$ cat src/rtl/adpll_lock_monitor.sv
// Independent ADPLL lock checker: counts DCO cycles per REF period in the DCO domain
// and qualifies lock, frequency error and reference loss against the selected ratio.
module adpll_lock_monitor #(
  parameter int unsigned CW       = 12,
  parameter int unsigned BASE_MUL = 8,
  parameter int unsigned TOL      = 1,
  parameter int unsigned LOCK_CNT = 4,
  parameter int unsigned MISS_CNT = 2
) (
  input  logic          clk,
  input  logic          reset,
  input  logic          ref_in,
  input  logic          M2,
  input  logic          M1,
  input  logic          M0,
  output logic          lock,
  output logic          meas_valid,
  output logic [CW-1:0] meas_count,
  output logic [CW:0]   freq_err,
  output logic          ref_lost
);

  localparam int unsigned GW = $clog2(LOCK_CNT + 1);
  localparam int unsigned MW = $clog2(MISS_CNT + 1);
  localparam int unsigned RW = 3;
  localparam logic [CW-1:0] CNT_MAX = '1;

  typedef enum logic [1:0] {
    IDLE   = 2'd0,
    ACQ    = 2'd1,
    LOCKED = 2'd2
  } state_t;

  state_t        state;
  logic          ref_meta;
  logic          ref_s;
  logic          ref_d;
  logic          rise;
  logic [CW-1:0] cnt;
  logic [RW-1:0] m_reg;
  logic          m_chg;
  logic [CW-1:0] target;
  logic [CW:0]   err_next;
  logic [CW:0]   err_mag;
  logic          win_good;
  logic          cnt_sat;
  logic [GW-1:0] good_cnt;
  logic [MW-1:0] miss_cnt;

  // REF_CLK is asynchronous: two-flop synchronizer plus a delay flop for edge detect
  always_ff @(posedge clk or posedge reset) begin
    if (reset) begin
      ref_meta <= 1'b0;
      ref_s    <= 1'b0;
      ref_d    <= 1'b0;
    end else begin
      ref_meta <= ref_in;
      ref_s    <= ref_meta;
      ref_d    <= ref_s;
    end
  end

  assign rise = ref_s & ~ref_d;

  // Ratio select is quasi-static; any change restarts acquisition
  always_ff @(posedge clk or posedge reset) begin
    if (reset) begin
      m_reg <= '0;
    end else begin
      m_reg <= {M2, M1, M0};
    end
  end

  assign m_chg  = ({M2, M1, M0} != m_reg);
  assign target = CW'(BASE_MUL * (32'(m_reg) + 32'd1));

  // Window length counter; saturation doubles as the reference-loss timeout
  always_ff @(posedge clk or posedge reset) begin
    if (reset) begin
      cnt <= '0;
    end else if (rise) begin
      cnt <= CW'(1);
    end else if (cnt != CNT_MAX) begin
      cnt <= cnt + CW'(1);
    end
  end

  assign cnt_sat  = (cnt == CNT_MAX);
  assign err_next = {1'b0, cnt} - {1'b0, target};
  assign err_mag  = err_next[CW] ? (CW + 1)'(-err_next) : err_next;
  assign win_good = (err_mag <= (CW + 1)'(TOL));

  // Lock qualification FSM with registered outputs
  always_ff @(posedge clk or posedge reset) begin
    if (reset) begin
      state      <= IDLE;
      good_cnt   <= '0;
      miss_cnt   <= '0;
      lock       <= 1'b0;
      meas_valid <= 1'b0;
      meas_count <= '0;
      freq_err   <= '0;
      ref_lost   <= 1'b0;
    end else begin
      meas_valid <= 1'b0;
      if (m_chg) begin
        state    <= IDLE;
        lock     <= 1'b0;
        good_cnt <= '0;
        miss_cnt <= '0;
      end else if (state != IDLE && cnt_sat) begin
        state    <= IDLE;
        lock     <= 1'b0;
        ref_lost <= 1'b1;
        good_cnt <= '0;
        miss_cnt <= '0;
      end else if (rise) begin
        case (state)
          IDLE: begin
            state    <= ACQ;
            good_cnt <= '0;
            miss_cnt <= '0;
            ref_lost <= 1'b0;
          end
          ACQ: begin
            meas_valid <= 1'b1;
            meas_count <= cnt;
            freq_err   <= err_next;
            if (!win_good) begin
              good_cnt <= '0;
            end else if (good_cnt == GW'(LOCK_CNT - 1)) begin
              state    <= LOCKED;
              lock     <= 1'b1;
              good_cnt <= '0;
              miss_cnt <= '0;
            end else begin
              good_cnt <= good_cnt + GW'(1);
            end
          end
          LOCKED: begin
            meas_valid <= 1'b1;
            meas_count <= cnt;
            freq_err   <= err_next;
            if (win_good) begin
              miss_cnt <= '0;
            end else if (miss_cnt == MW'(MISS_CNT - 1)) begin
              state    <= ACQ;
              lock     <= 1'b0;
              good_cnt <= '0;
              miss_cnt <= '0;
            end else begin
              miss_cnt <= miss_cnt + MW'(1);
            end
          end
          default: begin
            state <= IDLE;
            lock  <= 1'b0;
          end
        endcase
      end else if (state == IDLE && cnt_sat) begin
        ref_lost <= 1'b1;
      end
    end
  end

endmodule

$ cat config.mk
export PLATFORM = sky130hd
export DESIGN_NAME = adpll_lock_monitor
export DESIGN_NICKNAME = d
export VERILOG_FILES = /design/src/rtl/adpll_lock_monitor.sv
export SDC_FILE = /design/constraint.sdc
export NUM_CORES = 1
export LEC_CHECK = 0
export CAP_MARGIN = 30
export CORE_UTILIZATION = 50
export CTS_CLUSTER_SIZE = 12
export DETAILED_ROUTE_END_ITERATION = 16
export GPL_TIMING_DRIVEN = 0
export PLACE_DENSITY_LB_ADDON = 0.08
export SETUP_SLACK_MARGIN = 0.05
export SYNTH_ARGS = -nofsm -noshare
export SYNTH_HDL_FRONTEND = slang
export SYNTH_SLANG_ARGS = --single-unit
$ cat constraint.sdc
create_clock -name clk -period 3.8 [get_ports clk]
set_clock_uncertainty 0.15 [all_clocks]
set_input_delay 0.38 -clock clk [delete_from_list [all_inputs] [get_ports clk]]
set_output_delay 0.38 -clock clk [all_outputs]
set_load 0.02 [all_outputs]
# Word-level counts from Yosys, hierarchy flattened
# Cells that the tools add are included.
dict set report word_totals {
  inputBits 6
  elab_cells 95
  output_inout_bits 28
  regBits 53
}
dict set report op_classes {
  n_reduce_logical 15
  muxes 43
  eq_ne 13
  n_lt_le_gt_ge 1
  addsub 6
  bitwise 4
}
# cell n
set ops {}
lappend ops {{two-way mux 2 bit} 14}
lappend ops {{two-way mux 12 bit} 2}
lappend ops {{two-way mux 3 bit} 7}
lappend ops {{!= test 4 bit (second input constant)} 4}
lappend ops {{two-way mux 1 bit} 15}
lappend ops {{less-or-equal comparator 13 x 1 -> 1 bit (second input constant)} 1}
lappend ops {{two-way mux 13 bit} 1}
lappend ops {{negator 13 bit} 1}
lappend ops {{subtractor 12 x 7 -> 13 bit} 1}
lappend ops {{adder 12 x 1 -> 12 bit (second input constant)} 1}
lappend ops {{== test 12 bit (second input constant)} 1}
lappend ops {{!= test 12 bit (second input constant)} 1}
lappend ops {{one-hot mux 2 bit (3 select lines)} 2}
lappend ops {{AND reduction 4 bit} 3}
lappend ops {{one-hot mux 3 bit (3 select lines)} 1}
lappend ops {{AND reduction 6 bit} 1}
lappend ops {{nonzero test 3 bit} 2}
lappend ops {{AND reduction 5 bit} 1}
lappend ops {{nonzero test 5 bit} 1}
lappend ops {{adder 3 x 1 -> 4 bit (second input constant)} 1}
lappend ops {{== test 2 x 1 -> 1 bit (second input constant)} 2}
lappend ops {{nonzero test 2 bit} 2}
lappend ops {{adder 3 x 1 -> 3 bit (second input constant)} 1}
lappend ops {{== test 3 x 2 -> 1 bit (second input constant)} 1}
lappend ops {{12 further kinds} 15}

# Depth between registers and ports, before layout
# Gate-level depths: netlist (run 1).
dict set report logic_depth {
  depth_word 10
  depth_mapped 11
  mapped_depth_nobuf 11
}

# Least setup slack after synthesis (run 1)
# Ideal clock, no wire load.
dict set report synth_timing {
  path_type {flip-flop to flip-flop}
  from {register m_reg[0]}
  to {register good_cnt[0]}
  n_path_buf 0
  setup_time_ns 0.125
  stages_incl_launch_ff 11
  slack_ns 0.506
  t_required_ns 3.525
  t_arrival_ns 3.019
  path_cell_list {dfrtp_1 ha_1 fa_1 xor2_1 nor3b_1 nor4b_1 o21a_1 o22ai_2 nor2_8 o31ai_4 mux2_4}
}
dict set report synth_via {
  elab_chain_len 10
  elab_cells_between_ends 16
  classes_between {3 x add/sub; 1 x order compare; 3 x eq/ne; 6 x mux; 3 x reduce/logical}
}
# element line_no
set synth_rtl {}
lappend synth_rtl {{start: declaration} 40} ;# logic [RW-1:0] m_reg;
lappend synth_rtl {{start signal: assignment} 70} ;# m_reg <= {M2, M1, M0};
lappend synth_rtl {{adder 3 x 1 -> 4 bit} 75} ;# assign target = CW'(BASE_MUL * (32'(m_reg) + 32'd1));
lappend synth_rtl {{subtractor 12 x 7 -> 13 bit} 89} ;# assign err_next = {1'b0, cnt} - {1'b0, target};
lappend synth_rtl {{negator 13 bit} 90} ;# assign err_mag = err_next[CW] ? (CW + 1)'(-err_next) : err_next;
lappend synth_rtl {{two-way mux 13 bit} 90}
lappend synth_rtl {{less-or-equal comparator 13 x 1 -> 1 bit} 91} ;# assign win_good = (err_mag <= (CW + 1)'(TOL));
lappend synth_rtl {{two-way mux 3 bit} 129} ;# if (!win_good) begin
lappend synth_rtl {{one-hot mux 3 bit (3 select lines)} 118} ;# case (state)
lappend synth_rtl {{two-way mux 3 bit} 117} ;# end else if (rise) begin
lappend synth_rtl {{two-way mux 3 bit} 111} ;# end else if (state != IDLE && cnt_sat) begin
lappend synth_rtl {{two-way mux 3 bit} 106} ;# if (m_chg) begin
lappend synth_rtl {{end signal: assignment} 137} ;# good_cnt <= good_cnt + GW'(1);
lappend synth_rtl {{end: declaration} 47} ;# logic [GW-1:0] good_cnt;
# Parallel ways exist; a longest one is shown, timed or not. The select of a mux whose other input is x is not followed.
# A chain may end at the register's enable or synchronous reset.

# Final worst setup path (run 1)
dict set report layout_timing {
  from {register m_reg[0]}
  to {register lock}
}
dict set report layout_via {
  elab_chain_len 7
  elab_cells_between_ends 14
  classes_between {3 x add/sub; 1 x order compare; 6 x eq/ne; 2 x mux; 2 x reduce/logical}
}
# element line_no
set layout_rtl {}
lappend layout_rtl {{adder 3 x 1 -> 4 bit} 75}
lappend layout_rtl {{subtractor 12 x 7 -> 13 bit} 89}
lappend layout_rtl {{negator 13 bit} 90}
lappend layout_rtl {{two-way mux 13 bit} 90}
lappend layout_rtl {{less-or-equal comparator 13 x 1 -> 1 bit} 91}
lappend layout_rtl {{!= test 4 bit (no source line)} -}
lappend layout_rtl {{AND reduction 6 bit (no source line)} -}
lappend layout_rtl {{end signal: assignment} 99} ;# lock <= 1'b0;
lappend layout_rtl {{end signal: assignment} 108} ;# lock <= 1'b0;
lappend layout_rtl {{end signal: assignment} 113} ;# lock <= 1'b0;
lappend layout_rtl {{end: declaration} 16} ;# output logic lock,
# Parallel ways exist; a longest one is shown, timed or not.

==> out/summary.log, run 1 <==
[status] outcome finished clean
[yosys] synthesized instance count 306
[yosys] Yosys Warn Count 0
[critical_path] type of the setup path with the least slack register to register
[yosys] Seq/Total Area, Yosys 43.9%
[timing] Max-Slew Margin vs Limit 42.3%
[timing] fraction of the cycle the final worst path needs 93.1%
[critical_path] endpoint of the worst-slack reg-to-reg timing path lock
[worst_hold_path] end point of the most critical hold path ref_s
[die] Total Die Area 6010 um^2
[critical_path] Crit. End Element register
[die] Placeable Area 5510 um^2
[critical_path] R2R setup slack 0.26 ns
[timing] count of endpoints failing hold in the final timing report 0
[yosys] Syn Nets 325
[clock_tree] number of clock buffers inserted by TritonCTS 5
[critical_path] r2r worst-path depth 10
[routing] Post-DRT Antenna Nets 0
[yosys] number of enable-type register cells in the synthesized netlist 0
[routing] via-per-instance ratio 5.48
[layout] share of layout cells above drive strength 1 10.6%
[yosys] synthesized area divided by synthesized cell count 9.31 um^2
[clock_tree] number of setup buffers added after CTS 0
[flow_run] count of maximum capacitance violations 0
[routing] remaining routing DRC violations 0
[power_and_ir_drop] Pleak 1.56 nW
[critical_path] largest stage delay on the critical path 0.43 ns
[layout] largest registers cnt x12, meas_count x12, freq_err x10
[place] pre-CTS setup slack 0.144 ns
[critical_path] beginning of the worst register-to-register path m_reg[0]
[clock_tree] clock insertion delay at the later pin of the skew report 0.30 ns
[critical_path] critical path, cell by cell ha_1, fa_1, xor2_1, nor3b_2, nor4b_1, o21a_1, o22ai_2, mux2i_1, or2_1, o31ai_2
[place] input/output buffers 33
[yosys] mapped cell area 2850 um^2
[worst_hold_path] Worst Min Path Start ref_meta
[clock_tree] Clock Sink Count 50
[layout] area taken by flip-flops and latches 1250 um^2
[timing] setup repair after global routing missed its margin false
[layout] diode count 0
[global_route] aggregate global routing overflow 0
[worst_hold_path] type of the most critical hold path register to register
[yosys] cell taking the most area after synthesis dfrtp_1
[global_route] antenna violations before repair 0
[yosys] number of distinct standard cells referenced by the synthesized netlist 58
[routing] DR iter-0 viols 119
[yosys] top flip-flop cell by instance count after synthesis dfrtp_1
[routing] drt first pass iters 4
[critical_path] required time worst endpoint 3.86 ns
[global_route] vias in the first global route 2,205
[clock_tree] H-tree depth 2
[power_and_ir_drop] maximum vdd drop 0.206 mV
[timing] Setup TNS Final 0 ns
[global_route] Tot GR Track Use 21.3%
[die] Chip Height 77.5 um
[yosys] flops & latches, synth 50
[die] Horiz. Die Dim 77.5 um
[layout] final net count 366
[clock_tree] number of gates given a new drive strength after cts 0
[worst_hold_path] number of instances on the worst hold path 0
[die] effective utilization at floorplan 51.8%
[routing] drt total wl 5810 um
[clock_tree] hold_buf cts 0
[timing] peak clock frequency supported by timing 0.283 GHz
[global_route] global-route wire length before repair 10,100 um
[yosys] proportion of register bits with asynchronous set or reset after synthesis 100%
[die] I/O pin count 34
[clock_tree] Root Driver clkbuf_8
[yosys] top cell type's share of synthesized area 43.9%
[layout] final design utilization 61.6%
[place] Detailed Place HPWL 4450 um
[power_and_ir_drop] pwr/cell area 383 nW/um^2
[critical_path] data arrival at the endpoint of the critical path 3.60 ns
[yosys] cell types with the largest area share after synthesis dfrtp_1 44%, nand2_1 6.8%, ha_1 5.3%, nor2_1 3.6%, o21ai_0 3.3%
[layout] synthesis-to-layout area growth 19.1%
[die] number of core rows 27
[timing] endpoints failing setup 0
[global_route] maximum number of pins on one net before global-route repair 30
[layout] highest-count cells in the layout ignoring fill and taps 52 x nand2_1, 50 x dfrtp_1, 33 x clkdlybuf4s50_1
[critical_path] slowest stage cell, crit path dfrtp_1
[layout] fill cell count 508
[timing] final setup margin 0.262 ns
[layout] most common cell after layout, fill and taps aside nand2_1
[timing] post-layout minimum cycle time 3.54 ns
[timing] final number of max-transition violations 0
[layout] total area of multi-input combinational cells 1470 um^2
[clock_tree] maximum clock path buffer count 2
[critical_path] crit path max fanout 6
[routing] WL/cell 13.8 um
[place] weighted congestion at the end of routability-driven global placement 0.864
[clock_tree] clock-pin slew on the worst setup and hold paths 0.09 ns
[critical_path] kind of start point of the critical path register
[clock_tree] TritonCTS clock tree built
[timing] WHS 0.216 ns
[routing] vias 2,301
[timing] actual transition at the worst max-transition pin 0.860 ns
cell families after synthesis:
family / synth area share, %
AO/OA/AOI/OAI: 14.4
XOR/XNOR: 5.84
adder cells (fa/ha/maj): 5.97
buffers and inverters: 4.83
flip-flops: 43.9
multiplexers: 2.37
AND/OR/NAND/NOR: 22.7
stage by stage:
| stage | std cells | total power [mW] | cell area (um^2) |
|---|---|---|---|
| final | 420 | 1.30 | 3390 |
| after global routing | 420 | 1.38 | 3390 |
| after CTS | 420 | 1.31 | 3390 |
| after detailed placement | 412 | 0.983 | 3290 |
| after global placement | 411 | 0.971 | 3270 |
| after floorplan | 306 | 0.880 | 2850 |
where the power goes:
group | switching, mW | internal [mW] | total, mW
clock | 0.175 | 0.147 | 0.322
sequential | 0.0309 | 0.563 | 0.594
combinational | 0.231 | 0.152 | 0.384
worst max path at each step:
stage	from	to	slack (ns)
2_1_floorplan	m_reg[0]	good_cnt[0]	0.51
3_3_place_gp	m_reg[0]	lock	0.20
3_5_place_dp	m_reg[0]	lock	0.14
4_1_cts	m_reg[0]	lock	0.14
5_1_grt	m_reg[0]	lock	0.12
6_report	m_reg[0]	lock	0.26
worst max-delay path, delay by kind of cell (launching register included):
kind            cells  cell delay [ns]
simple gates        3             0.95
flops               1             0.43
fa+ha+maj           2             0.79
mux                 1             0.19
compound gates      3             0.50
xor+xnor            1             0.42
final cells by class:
cell class                      instances  share of cell area (%)
Multi-Input combinational cell        226                    43.3
Sequential cell                        50                    36.9
Timing Repair Buffer                   34                    10.3
Tap cell                               72                    2.65
Buffer                                 16                    2.51
Clock buffer                            6                    2.43
Inverter                               14                    1.55
Clock inverter                          2                   0.369
synth_stat cells, types with 3 or more instances:
cell type and instances:
o211ai_1 4, nor4_1 3, ha_1 12, nand4_1 3, o21a_1 5, o211a_1 3, a21oi_1 8, nor2_1 27
nand2b_1 5, xnor2_1 9, mux2i_1 3, dfrtp_1 50, xor2_1 10, buf_4 4, clkbuf_1 9, nor2b_1 3
nand3_1 10, nand2_1 52, nor3_1 10, o21ai_0 19, inv_1 13
per-layer routing:
layer	global-route usage [%]	vias to the layer above	part of all wire, %	wire length [um]
met5	0	-	0	0
met4	8.30	0	2.0	116
li1	-	1138	-	-
met3	3.76	13	4.4	253
met2	32.4	60	44	2540
met1	30.2	1090	50	2900
(Power assumes the default switching activity.)
==> inputs of run 2 (changes only) <==
--- a/config.mk
+++ b/config.mk
@@ -7,6 +7,7 @@
 export LEC_CHECK = 0
 export CAP_MARGIN = 30
 export CORE_UTILIZATION = 50
+export CTS_BUF_LIST = sky130_fd_sc_hd__clkbuf_16
 export CTS_CLUSTER_SIZE = 12
 export DETAILED_ROUTE_END_ITERATION = 16
 export GPL_TIMING_DRIVEN = 0
==> run 2 against run 1 <==
Effect of this change:
- cell area grew 1.3%
- clock power up 33%
- total power grew 8.2%
- highest routed layer unchanged
- non-clock buffer count is the same
- largest power group unchanged
- routed wire length increased by 0.55%
==> out/summary.log, run 2 (synthesis results as in run 1) <==
[status] outcome finished clean
[timing] count of endpoints failing hold in the final timing report 0
[clock_tree] Clock Sink Count 50
[layout] diode count 0
[routing] remaining routing DRC violations 0
[global_route] aggregate global routing overflow 0
[clock_tree] number of clock buffers inserted by TritonCTS 5
[layout] share of layout cells above drive strength 1 10.1%
[worst_hold_path] type of the most critical hold path register to register
[place] input/output buffers 33
[critical_path] kind of start point of the critical path register
[die] effective utilization at floorplan 51.8%
[die] Placeable Area 5510 um^2
[layout] highest-count cells in the layout ignoring fill and taps 52 x nand2_1, 50 x dfrtp_1, 33 x clkdlybuf4s50_1
[timing] endpoints failing setup 0
[die] Chip Height 77.5 um
[place] weighted congestion at the end of routability-driven global placement 0.864
[routing] vias 2,288
[critical_path] type of the setup path with the least slack register to register
[critical_path] Crit. End Element register
[critical_path] crit path max fanout 8
[power_and_ir_drop] pwr/cell area 409 nW/um^2
[routing] DR iter-0 viols 118
[clock_tree] TritonCTS clock tree built
[clock_tree] hold_buf cts 0
[clock_tree] H-tree depth 2
[timing] Setup TNS Final 0 ns
[die] Total Die Area 6010 um^2
[routing] drt total wl 5850 um
[place] Detailed Place HPWL 4450 um
[global_route] vias in the first global route 2,189
[critical_path] data arrival at the endpoint of the critical path 3.60 ns
[timing] post-layout minimum cycle time 3.55 ns
[layout] final net count 366
[timing] peak clock frequency supported by timing 0.282 GHz
[layout] synthesis-to-layout area growth 20.6%
[routing] via-per-instance ratio 5.45
[global_route] antenna violations before repair 0
[timing] Max-Slew Margin vs Limit 41.3%
[clock_tree] clock insertion delay at the later pin of the skew report 0.29 ns
[power_and_ir_drop] Pleak 1.58 nW
[routing] drt first pass iters 4
[critical_path] required time worst endpoint 3.85 ns
[clock_tree] Root Driver clkbuf_16
[routing] Post-DRT Antenna Nets 0
[die] Horiz. Die Dim 77.5 um
[flow_run] count of maximum capacitance violations 0
[timing] fraction of the cycle the final worst path needs 93.4%
[timing] setup repair after global routing missed its margin false
[layout] largest registers cnt x12, meas_count x12, freq_err x10
[global_route] Tot GR Track Use 21.2%
[global_route] global-route wire length before repair 10,100 um
[layout] most common cell after layout, fill and taps aside nand2_1
[timing] final number of max-transition violations 0
[die] I/O pin count 34
[clock_tree] clock-pin slew on the worst setup and hold paths 0.06 ns
[routing] WL/cell 13.9 um
[timing] actual transition at the worst max-transition pin 0.873 ns
[die] number of core rows 27
[power_and_ir_drop] maximum vdd drop 0.225 mV
[global_route] maximum number of pins on one net before global-route repair 30
[layout] final design utilization 62.4%
[clock_tree] maximum clock path buffer count 2
==> run 2: cell count changes in the layout (fill, tap and decap cells not counted) <==
cell and delta:
clkbuf_8 -6, clkbuf_16 +5, clkinv_1 +1, a21oi_2 -1
a21oi_1 +1
==> run 2: timing repair <==
action / in CTS / in global routing
setup endpoints to repair: 0 / 4
setup buffers: 0 / 0
resized for setup: 0 / 1
==> run 2: stage by stage <==
step	hold WS [ns]	setup slack (ns)	power, mW	cells	cell area (um^2)
floorplan	0.181	0.506	0.880	306	2850
global placement	0.185	0.198	0.971	411	3270
detailed placement	0.192	0.144	0.983	412	3290
CTS	0.216	0.141	1.41	420	3430
global route	0.225	0.0715	1.48	420	3440
finish	0.210	0.252	1.40	420	3440
==> run 2: critical path, stage by stage, from the launching register on <==
cell and delay [ns]:
dfrtp_1 0.42, ha_1 0.23, xnor2_1 0.18, ha_1 0.29, o21ai_0 0.13, a21oi_1 0.57
a21oi_1 0.17, a2111oi_2 0.47, o21ai_2 0.20, a21o_1 0.23, or2_1 0.24, o31ai_2 0.17
==> run 2: report_power, final <==
part	internal (mW)	switching [mW]
Sequential	0.563	0.0317
Combinational	0.152	0.230
Clock	0.240	0.187
==> run 2: cell type report <==
class | count | area, um^2
Inverter | 14 | 52.6
Fill cell | 497 | 2070
Multi-Input combinational cell | 226 | 1470
Sequential cell | 50 | 1250
Clock buffer | 5 | 125
Clock inverter | 3 | 16.3
Timing Repair Buffer | 34 | 350
Buffer | 16 | 85.1
Tap cell | 72 | 90.1
==> run 2: worst paths after layout <==
check	start	endpoint	slack, ns	cells after the start
worst max-delay path	m_reg[0]	lock	0.25	11
worst min register to register	ref_meta	ref_s	0.21	0
worst max register to register	m_reg[0]	lock	0.25	11
min in group asynchronous	reset	good_cnt[1]	0.29	2
max in group asynchronous	reset	cnt[4]	2.68	3
worst min-delay path	ref_meta	ref_s	0.21	0
==> run 2: routing by layer <==
metal  up-vias  share of wire [%]  global-route usage (%)
met5         -                  0                       0
met4         0               0.98                    6.04
met3         8                3.6                    4.00
met2        44                 44                    32.7
met1      1102                 51                    30.4
li1       1134                  -                       -
